--- config.mk ---
export PLATFORM = sky130hd
export DESIGN_NAME = vedacao_multicanal_flat
export DESIGN_NICKNAME = d
export VERILOG_FILES = /design/src/rtl/vedacao_multicanal_if.sv /design/src/rtl/vedacao_multicanal.sv /design/src/flat_wrapper.sv
export SDC_FILE = /design/constraint.sdc
export NUM_CORES = 1
export LEC_CHECK = 0
export ABC_AREA = 1
export CAP_MARGIN = 5
export CORE_AREA = 10 10 54 98
export CTS_BUF_LIST = sky130_fd_sc_hd__clkbuf_4
export DETAILED_ROUTE_END_ITERATION = 16
export DIE_AREA = 0 0 64 108
export GPL_TIMING_DRIVEN = 0
export HOLD_SLACK_MARGIN = 0.12
export PLACE_DENSITY = 0.86
export SLEW_MARGIN = 20
export SYNTH_ARGS = -nofsm -noshare
export SYNTH_HDL_FRONTEND = slang
export SYNTH_SLANG_ARGS = --single-unit
--- constraint.sdc ---
create_clock -name clk -period 2 [get_ports clk]
set_input_delay 0.2 -clock clk [delete_from_list [all_inputs] [get_ports clk]]
set_output_delay 0.2 -clock clk [all_outputs]
set_load 0.1 [all_outputs]
--- src/rtl/vedacao_multicanal_if.sv ---
// Sensor/actuator bundle between the conveyor, the sealing heads and the cork magazine.
// Carries no state and adds no latency.
// No backpressure: the sensors are level inputs and the actuator outputs are Moore flags.
interface vedacao_multicanal_if #(
    parameter int N_CH    = 2,
    parameter int CNT_W   = 4,
    parameter int TOTAL_W = 16
);
    logic [N_CH-1:0]    garrafa;
    logic [N_CH-1:0]    pos;
    logic               recarga;
    logic [N_CH-1:0]    ve;
    logic [N_CH-1:0]    done;
    logic [N_CH-1:0]    alarme;
    logic               alarme_geral;
    logic [CNT_W-1:0]   rolhas;
    logic               rolha_baixa;
    logic [TOTAL_W-1:0] vedadas;

    modport master (
        output garrafa, pos, recarga,
        input  ve, done, alarme, alarme_geral, rolhas, rolha_baixa, vedadas
    );

    modport slave (
        input  garrafa, pos, recarga,
        output ve, done, alarme, alarme_geral, rolhas, rolha_baixa, vedadas
    );
endinterface

--- src/rtl/vedacao_multicanal.sv ---
// N_CH sealing heads sharing one cork magazine, with fixed-priority cork grant and per-head alarm.
// Grant at edge k -> ve high k+1..k+SEAL_CYCLES -> done at k+SEAL_CYCLES+1; rolhas/vedadas update one edge after the event.
// No backpressure: heads that cannot get a cork drop into alarm and retry while their bottle stays put.
module vedacao_multicanal #(
    parameter int N_CH        = 2,
    parameter int SEAL_CYCLES = 3,
    parameter int ROLHA_CAP   = 8,
    parameter int CNT_W       = 4,
    parameter int LOW_LEVEL   = 2,
    parameter int TOTAL_W     = 16
) (
    input  logic                  clk,
    input  logic                  reset,
    vedacao_multicanal_if.slave   bus
);
    localparam int TMR_W = $clog2(SEAL_CYCLES + 1);
    localparam int ACC_W = CNT_W + $clog2(N_CH + 1) + 1;

    typedef enum logic [2:0] {S_IDLE, S_VED, S_FIM, S_SAIDA, S_AL} state_t;

    state_t             r_state   [N_CH];
    state_t             w_state_nx[N_CH];
    logic [TMR_W-1:0]   r_tmr     [N_CH];
    logic [TMR_W-1:0]   w_tmr_nx  [N_CH];
    logic [CNT_W-1:0]   r_rolhas;
    logic [CNT_W-1:0]   w_rolhas_nx;
    logic [CNT_W-1:0]   w_disp;
    logic [TOTAL_W-1:0] r_vedadas;
    logic [TOTAL_W-1:0] w_vedadas_nx;
    logic [TOTAL_W-1:0] w_nfim;
    logic [N_CH-1:0]    w_req;
    logic [N_CH-1:0]    w_gnt;
    logic [ACC_W-1:0]   w_nreq;
    logic [ACC_W-1:0]   w_ngnt;

    // Cork arbitration: a reload makes the full magazine available this cycle, lowest head index wins.
    always_comb begin
        w_disp = bus.recarga ? CNT_W'(ROLHA_CAP) : r_rolhas;
        w_req  = '0;
        w_gnt  = '0;
        w_nreq = '0;
        w_ngnt = '0;
        for (int i = 0; i < N_CH; i++) begin
            w_req[i] = bus.garrafa[i] & bus.pos[i] &
                       ((r_state[i] == S_IDLE) || (r_state[i] == S_AL));
            if (w_req[i]) begin
                w_gnt[i] = (w_nreq < ACC_W'(w_disp));
                w_nreq   = w_nreq + ACC_W'(1);
                if (w_gnt[i]) begin
                    w_ngnt = w_ngnt + ACC_W'(1);
                end
            end
        end
        w_rolhas_nx = CNT_W'(ACC_W'(w_disp) - w_ngnt);
    end

    // Per-head next state and seal timer, plus the completed-seal total.
    always_comb begin
        w_nfim = '0;
        for (int i = 0; i < N_CH; i++) begin
            w_state_nx[i] = r_state[i];
            w_tmr_nx[i]   = r_tmr[i];
            case (r_state[i])
                S_IDLE: begin
                    if (w_gnt[i]) begin
                        w_state_nx[i] = S_VED;
                        w_tmr_nx[i]   = TMR_W'(SEAL_CYCLES);
                    end else if (w_req[i] || (w_disp == '0)) begin
                        w_state_nx[i] = S_AL;
                    end
                end
                S_VED: begin
                    // Losing the bottle aborts the seal; the cork is already spent.
                    if (!(bus.garrafa[i] && bus.pos[i])) begin
                        w_state_nx[i] = S_AL;
                        w_tmr_nx[i]   = '0;
                    end else if (r_tmr[i] <= TMR_W'(1)) begin
                        w_state_nx[i] = S_FIM;
                        w_tmr_nx[i]   = '0;
                    end else begin
                        w_tmr_nx[i] = r_tmr[i] - TMR_W'(1);
                    end
                end
                S_FIM: begin
                    w_state_nx[i] = S_SAIDA;
                    w_nfim        = w_nfim + TOTAL_W'(1);
                end
                S_SAIDA: begin
                    // Hold until the sealed bottle leaves so it is never sealed twice.
                    if (!bus.garrafa[i]) begin
                        w_state_nx[i] = S_IDLE;
                    end
                end
                S_AL: begin
                    if (w_gnt[i]) begin
                        w_state_nx[i] = S_VED;
                        w_tmr_nx[i]   = TMR_W'(SEAL_CYCLES);
                    end else if ((w_disp != '0) && !bus.garrafa[i]) begin
                        w_state_nx[i] = S_IDLE;
                    end
                end
                default: begin
                    w_state_nx[i] = S_IDLE;
                    w_tmr_nx[i]   = '0;
                end
            endcase
        end
        w_vedadas_nx = r_vedadas + w_nfim;
    end

    // State, timers, magazine level and seal total; reset refills the magazine without refunding anything.
    always_ff @(posedge clk or negedge reset) begin
        if (!reset) begin
            for (int i = 0; i < N_CH; i++) begin
                r_state[i] <= S_IDLE;
                r_tmr[i]   <= '0;
            end
            r_rolhas  <= CNT_W'(ROLHA_CAP);
            r_vedadas <= '0;
        end else begin
            for (int i = 0; i < N_CH; i++) begin
                r_state[i] <= w_state_nx[i];
                r_tmr[i]   <= w_tmr_nx[i];
            end
            r_rolhas  <= w_rolhas_nx;
            r_vedadas <= w_vedadas_nx;
        end
    end

    // Moore decode of the head states onto the actuator and status outputs.
    always_comb begin
        bus.ve     = '0;
        bus.done   = '0;
        bus.alarme = '0;
        for (int i = 0; i < N_CH; i++) begin
            bus.ve[i]     = (r_state[i] == S_VED);
            bus.done[i]   = (r_state[i] == S_FIM);
            bus.alarme[i] = (r_state[i] == S_AL);
        end
    end

    assign bus.alarme_geral = |bus.alarme;
    assign bus.rolhas       = r_rolhas;
    assign bus.rolha_baixa  = (r_rolhas <= CNT_W'(LOW_LEVEL));
    assign bus.vedadas      = r_vedadas;

endmodule

--- src/flat_wrapper.sv ---
// flat-port wrapper written by rule: the top's interface ports become plain ports
module vedacao_multicanal_flat 
#(
    parameter int N_CH        = 2,
    parameter int SEAL_CYCLES = 3,
    parameter int ROLHA_CAP   = 8,
    parameter int CNT_W       = 4,
    parameter int LOW_LEVEL   = 2,
    parameter int TOTAL_W     = 16
)
  (clk, reset, bus_garrafa, bus_pos, bus_recarga, bus_ve, bus_done, bus_alarme, bus_alarme_geral, bus_rolhas, bus_rolha_baixa, bus_vedadas);
  vedacao_multicanal_if #(.N_CH(N_CH), .CNT_W(CNT_W), .TOTAL_W(TOTAL_W)) bus_i ();
  input  logic clk;
  input  logic reset;
  input wire logic [$bits(bus_i.garrafa)-1:0] bus_garrafa;
  input wire logic [$bits(bus_i.pos)-1:0] bus_pos;
  input wire logic [$bits(bus_i.recarga)-1:0] bus_recarga;
  output wire logic [$bits(bus_i.ve)-1:0] bus_ve;
  output wire logic [$bits(bus_i.done)-1:0] bus_done;
  output wire logic [$bits(bus_i.alarme)-1:0] bus_alarme;
  output wire logic [$bits(bus_i.alarme_geral)-1:0] bus_alarme_geral;
  output wire logic [$bits(bus_i.rolhas)-1:0] bus_rolhas;
  output wire logic [$bits(bus_i.rolha_baixa)-1:0] bus_rolha_baixa;
  output wire logic [$bits(bus_i.vedadas)-1:0] bus_vedadas;
  assign bus_i.garrafa = bus_garrafa;
  assign bus_i.pos = bus_pos;
  assign bus_i.recarga = bus_recarga;
  assign bus_ve = bus_i.ve;
  assign bus_done = bus_i.done;
  assign bus_alarme = bus_i.alarme;
  assign bus_alarme_geral = bus_i.alarme_geral;
  assign bus_rolhas = bus_i.rolhas;
  assign bus_rolha_baixa = bus_i.rolha_baixa;
  assign bus_vedadas = bus_i.vedadas;
  vedacao_multicanal #(.N_CH(N_CH), .SEAL_CYCLES(SEAL_CYCLES), .ROLHA_CAP(ROLHA_CAP), .CNT_W(CNT_W), .LOW_LEVEL(LOW_LEVEL), .TOTAL_W(TOTAL_W)) u_core (.clk(clk), .reset(reset), .bus(bus_i));
endmodule
### After elaboration in Yosys (flattened, before gate mapping)

Index checks and enable logic that the tools add are counted.
W data, S select, Z words.

| storage, ports and cells | value |
|---|---|
| bits in registers | 30 |
| word-level logic and storage cells | 98 |
| input bits | 7 |
| output and inout port bits | 28 |

| cells by class | value |
|---|---|
| mux-type cells | 34 |
| equality and inequality tests | 18 |
| magnitude comparators | 5 |
| reductions and logical operators | 23 |
| add/sub/neg operators | 6 |
| bitwise gates (word level) | 6 |

Operator list:

| kind | count |
|---|---|
| $mux W3 | 14 |
| $pmux W3 S5 | 2 |
| $add A16 B16 Y16 | 1 |
| $mux W16 | 1 |
| $eq A3 B2 Y1 const B | 4 |
| $mux W2 | 6 |
| $mux W4 | 3 |
| $pmux W2 S3 | 2 |
| $reduce_or A2 Y1 | 5 |
| $reduce_and A4 Y1 | 2 |
| $eq A3 B1 Y1 const B | 2 |
| $eq A3 B3 Y1 const B | 2 |
| $logic_not A3 Y1 | 2 |
| $mux W1 | 6 |
| $ne A3 B1 Y1 const B | 2 |
| $ne A3 B2 Y1 const B | 2 |
| $ne A3 B3 Y1 const B | 2 |
| $add A1 B1 Y2 const B | 2 |
| $and A1 B1 Y1 | 4 |
| $le A2 B1 Y1 const B | 2 |
| $le A4 B2 Y1 const B | 1 |
| $logic_and A1 B1 Y1 | 4 |
| $logic_not A4 Y1 | 1 |
| $logic_or A1 B1 Y1 | 4 |
| 10 further kinds | 16 |

### Logic depth before layout (Yosys ltp)

Gate-level depths: netlist of the first run.

| logic depth | value |
|---|---|
| word-level depth | 8 |
| depth in mapped cells | 14 |
| gate-level depth less buffers | 14 |

### Worst setup path before layout of the first run

No wires, ideal clock.

| timing | value |
|---|---|
| path type | register to register |
| start point | reg u_core.r_state[2] (netlist name) |
| end point | reg u_core.r_vedadas[12] (netlist: u_core.bus.vedadas[12]) |
| period minus slack after synthesis | 2.980 ns |
| path buffers | 0 |
| stages on the path, launching flop included | 14 |
| library setup time | 0.163 ns |
| data arrival time | 2.818 ns |
| path slack | -0.980 ns |
| data required time | 1.837 ns |
| cells stage by stage | dfrtp_1 > nor2_1 > nand2_1 > inv_1 > ha_1 > ha_1 > inv_1 > fa_1 > nor2_2 > nand2_2 > nor2_4 > nand3b_4 > nor2_2 > xor2_1 |

| on the way | value |
|---|---|
| word-level cells in the longest chain between the ends | 3 |

RTL lines:

| what | RTL line | source |
|---|---|---|
| from (decl) | vedacao_multicanal.sv:21 | `state_t r_state [N_CH];` |
| from (signal, indexed assignment) | vedacao_multicanal.sv:122 | `r_state[i] <= w_state_nx[i];` |
| $eq A3 B2 Y1 | -- |  |
| named net bus_done[1] | flat_wrapper.sv:19 | `output wire logic [$bits(bus_i.done)-1:0] bus_done;` |
| $mux W16 | vedacao_multicanal.sv:63 | `case (r_state[i])` |
| $add A16 B16 Y16 | vedacao_multicanal.sv:108 | `w_vedadas_nx = r_vedadas + w_nfim;` |
| named net u_core.w_vedadas_nx[12] | vedacao_multicanal.sv:29 | `logic [TOTAL_W-1:0] w_vedadas_nx;` |
| to (signal assigned) | vedacao_multicanal.sv:126 | `r_vedadas <= w_vedadas_nx;` |
| to (decl) | vedacao_multicanal.sv:28 | `logic [TOTAL_W-1:0] r_vedadas;` |

The timed path passes the listed nets, and every way through them passes these cells.
A chain may end at the register's enable or synchronous reset.

### Final worst setup path of the first run

| timing | value |
|---|---|
| start point | reg u_core.r_state[1] (netlist name) |
| end point | reg u_core.r_vedadas[12] (netlist: u_core.bus.vedadas[12]) |

| on the way | value |
|---|---|
| word-level cells in the longest chain between the ends | 3 |

RTL lines:

| what | RTL line |
|---|---|
| $eq A3 B2 Y1 | vedacao_multicanal.sv:63 |
| $mux W16 | vedacao_multicanal.sv:63 |
| $add A16 B16 Y16 | vedacao_multicanal.sv:108 |
| named net u_core.w_vedadas_nx[12] | vedacao_multicanal.sv:29 |

The timed path passes the listed nets, and every way through them passes these cells.

==> flow_summary.ini, run 1 <==
[floorplan]
start_util_pct = 45.23
num_io_pins = 35
die_w_um = 64
rows = 32
core_sq_um = 3804
die_y_um = 108
die_area_sq_um = 6912

[yosys]
netlist_area_sq_um = 1720
syn_inst = 205
yosys.area.top_type = dfrtp_1
ys_seq_area_share_pct = 43.71
post-synth-top-area-fraction_pct = 42.18
synth_nets = 220
synth_seq_cells = 30
yosys_warnings = 0
synthTopCellsByArea = dfrtp_1 42%, nand2_1 8.7%, inv_1 8.3%, ha_1 4.4%, xnor2_1 4.1%
ys_types = 25
avgSynthCellArea_sq_um = 8.392

[clock_network]
worstSkewPairLatency_ps = 340
cts.sinks = 30
cts_buffers = 5
htreeDepth = 2
cts.path.max_buffers = 2
cts_root_buf = clkbuf_4
cts_tree = done
clk_pin_slew_worst_paths_ps = 100

[layout]
fillers = 314
final_cell_mix = 34 x nand2_1, 28 x inv_1, 24 x dfrtp_1, 22 x buf_4, 19 x dlygate4sd2_1
fin_nets = 286
drive_gt1_share_pct = 34.56
diodes = 0
area_growth_pct = 45.09
layoutNonFillerInstCount = 323
layout_commonest_cell = nand2_1
fin_area_sq_um = 2496

[global_route]
grt_pass1_wl_mm = 6.913
gr-total-overflow = 0
grtUsageTotal_pct = 12.32
antenna_found_initial = 0
grt_pass1_vias = 1609
grt_start_max_net_pins = 31

[min_path]
hold_class = primary input to async pin

[detailed_routing]
drt_first_pass_iters = 4
routed_via_density = 4.889
wl_per_cell_um = 13.44
antenna_left = 0
drt_iter0_markers = 53
num_vias = 1579
drcViolationCount = 0
finalWirelength_mm = 4.340

[worst_setup_path]
critPathCaptureType = flop
critPathKind = flop to flop
crit_required_ps = 2270
critPathLaunchType = flop
r2r-start = u_core.r_state[1]
crit_path_max_fanout = 3
r2r-end = u_core.bus.vedadas[12]
reg2reg_slack_ps = -290
critPathArrivalTime_ps = 2560
r2r_cells = 14

[timing]
final-max-slew-violation-count = 0
setup_ws_ps = -293.0
rsz0062_at_grt = yes
period_needed_ps = 2293
skew_ps = 11.12
fin_crit_sh_pct = 114.6
clock.fmax_mhz = 436.1
maxSlewHeadroom_pct = 33.92
setup_viol = 9
worst_pin_slew_ps = 995.2
hold_viol_final = 0

[power_and_ir_drop]
max-vdd-ir-drop_mv = 1.117
p_leak_nw = 1.305
p_per_area_nw_per_um2 = 1343

[flow_run]
maxCapViolCount = 0

[placement]
finalWeightedCongestion = 0.7928
postPlaceCellArea_sq_um = 2220
port_buffers = 34
dp.cells = 290
hpwlAfterDp_mm = 3.048

[run_status]
status = complete, but fails checks
failed_checks = negative setup slack
-- power breakdown --
part	internal [mW]	total, mW	switching [mW]
clock network	0.130	0.351	0.221
logic	0.575	2.09	1.51
registers	0.786	0.913	0.127
-- how the worst max path moves through the flow --
stage / start / endpoint / slack [ps] / cells past startpoint
after floorplan: u_core.r_state[1] / u_core.bus.vedadas[12] / -880 / 14
after global placement: bus_garrafa[0] / u_core.bus.rolhas[1] / -420 / 13
after detailed placement: bus_garrafa[0] / u_core.bus.rolhas[1] / -460 / 13
after CTS: u_core.r_state[1] / u_core.bus.vedadas[12] / -270 / 14
after global routing: u_core.r_state[1] / u_core.bus.vedadas[12] / -370 / 14
final: u_core.r_state[1] / u_core.bus.vedadas[12] / -290 / 14
-- synth_stat cells --
library cell and number:
nand4_1 2, xnor2_1 8, nand4_2 1, inv_2 1
dfrtp_1 29, a21oi_1 5, and3_1 1, o21ai_1 2
nand2_1 40, inv_1 38, o21ai_0 12, nor3_4 1
o21ai_2 2, fa_1 2, nand3_1 12, nor2_1 18
dfstp_2 1, xnor2_2 1, ha_1 6, nand3b_4 1
nor3_1 2, nand2_2 5, nor2_2 6, xor2_1 7
nor2_4 2
-- kinds of logic after synthesis --
family / share of synthesized area, %
and+or+nand+nor: 25.96
buffers and inverters: 8.509
DFF: 43.71
AOI/OAI and AO/OA: 6.546
xor gates and xnor gates: 8.582
adders and majority gates: 6.691
-- per-stage QoR --
stage          worst slack, ps  hold slack [ps]  setup TNS (ps)  util, %  power [mW]
2_1_floorplan           -884.4           -95.59           -7899        -       2.396
3_3_place_gp            -424.0            485.7           -4157    58.49       2.769
3_5_place_dp            -459.2            272.0           -4462    58.36       2.810
4_1_cts                 -269.1            442.4           -1314    63.59       3.239
5_1_grt                 -374.4            492.3           -2522    65.63       3.538
6_report                -293.0            429.2           -1540    65.63       3.353
-- layer usage --
metal	share of wire (%)	track usage, %	vias to the layer above
met5	0	0	-
met4	3.5	7.075	0
met3	5.0	3.316	15
met2	58	23.75	48
met1	34	10.90	753
li1	-	-	763
-- state kept, by name, summed over array words and instances, names as in the netlist --
signal	flops
u_core.bus.vedadas	16
u_core.r_tmr	4
u_core.bus.rolhas	4
u_core.r_state	6
-- final cells by class --
class | instances | area [sq um] | share of cell area (%)
flip-flops and latches | 30 | 769.5 | 30.83
clock inverters | 3 | 16.27 | 0.6516
clock buffers | 5 | 37.54 | 1.504
inverters | 39 | 156.4 | 6.266
multi-input cells | 136 | 929.6 | 37.24
repair buffers | 59 | 523.0 | 20.95
well taps | 51 | 63.81 | 2.556
-- worst max-delay path, cell delays in order, from the launching register on --
cell and delay [ps]:
dfrtp_1 410, inv_2 80, nor2_4 40, nand2_2 90, clkinvlp_4 110, ha_4 280, ha_4 120, inv_2 40
fa_2 340, nor2_2 100, nand2_2 80, nor2_4 170, nand3b_4 110, nor2_4 90, xor2_1 160
-- what timing repair did --
| item | in CTS | in global routing |
|---|---|---|
| pin swaps | 14 | 5 |
| hold buffers | 1 | 0 |
| setup buffers | 17 | 7 |
| gates resized for setup | 60 | 23 |
| endpoints found under the setup margin | 38 | 17 |
| endpoints found under the hold margin | 29 | 0 |
(Power assumes the default switching activity.)
==> run 2: changes to the inputs <==
--- a/config.mk
+++ b/config.mk
@@ -12,7 +12,7 @@
 export DETAILED_ROUTE_END_ITERATION = 16
 export DIE_AREA = 0 0 64 108
 export GPL_TIMING_DRIVEN = 0
-export HOLD_SLACK_MARGIN = 0.12
+export HOLD_SLACK_MARGIN = 0.15
 export PLACE_DENSITY = 0.86
 export SLEW_MARGIN = 20
 export SYNTH_ARGS = -nofsm -noshare
==> results of run 2 <==
The final DEF is identical to that of run 1; final timing and power are the same.
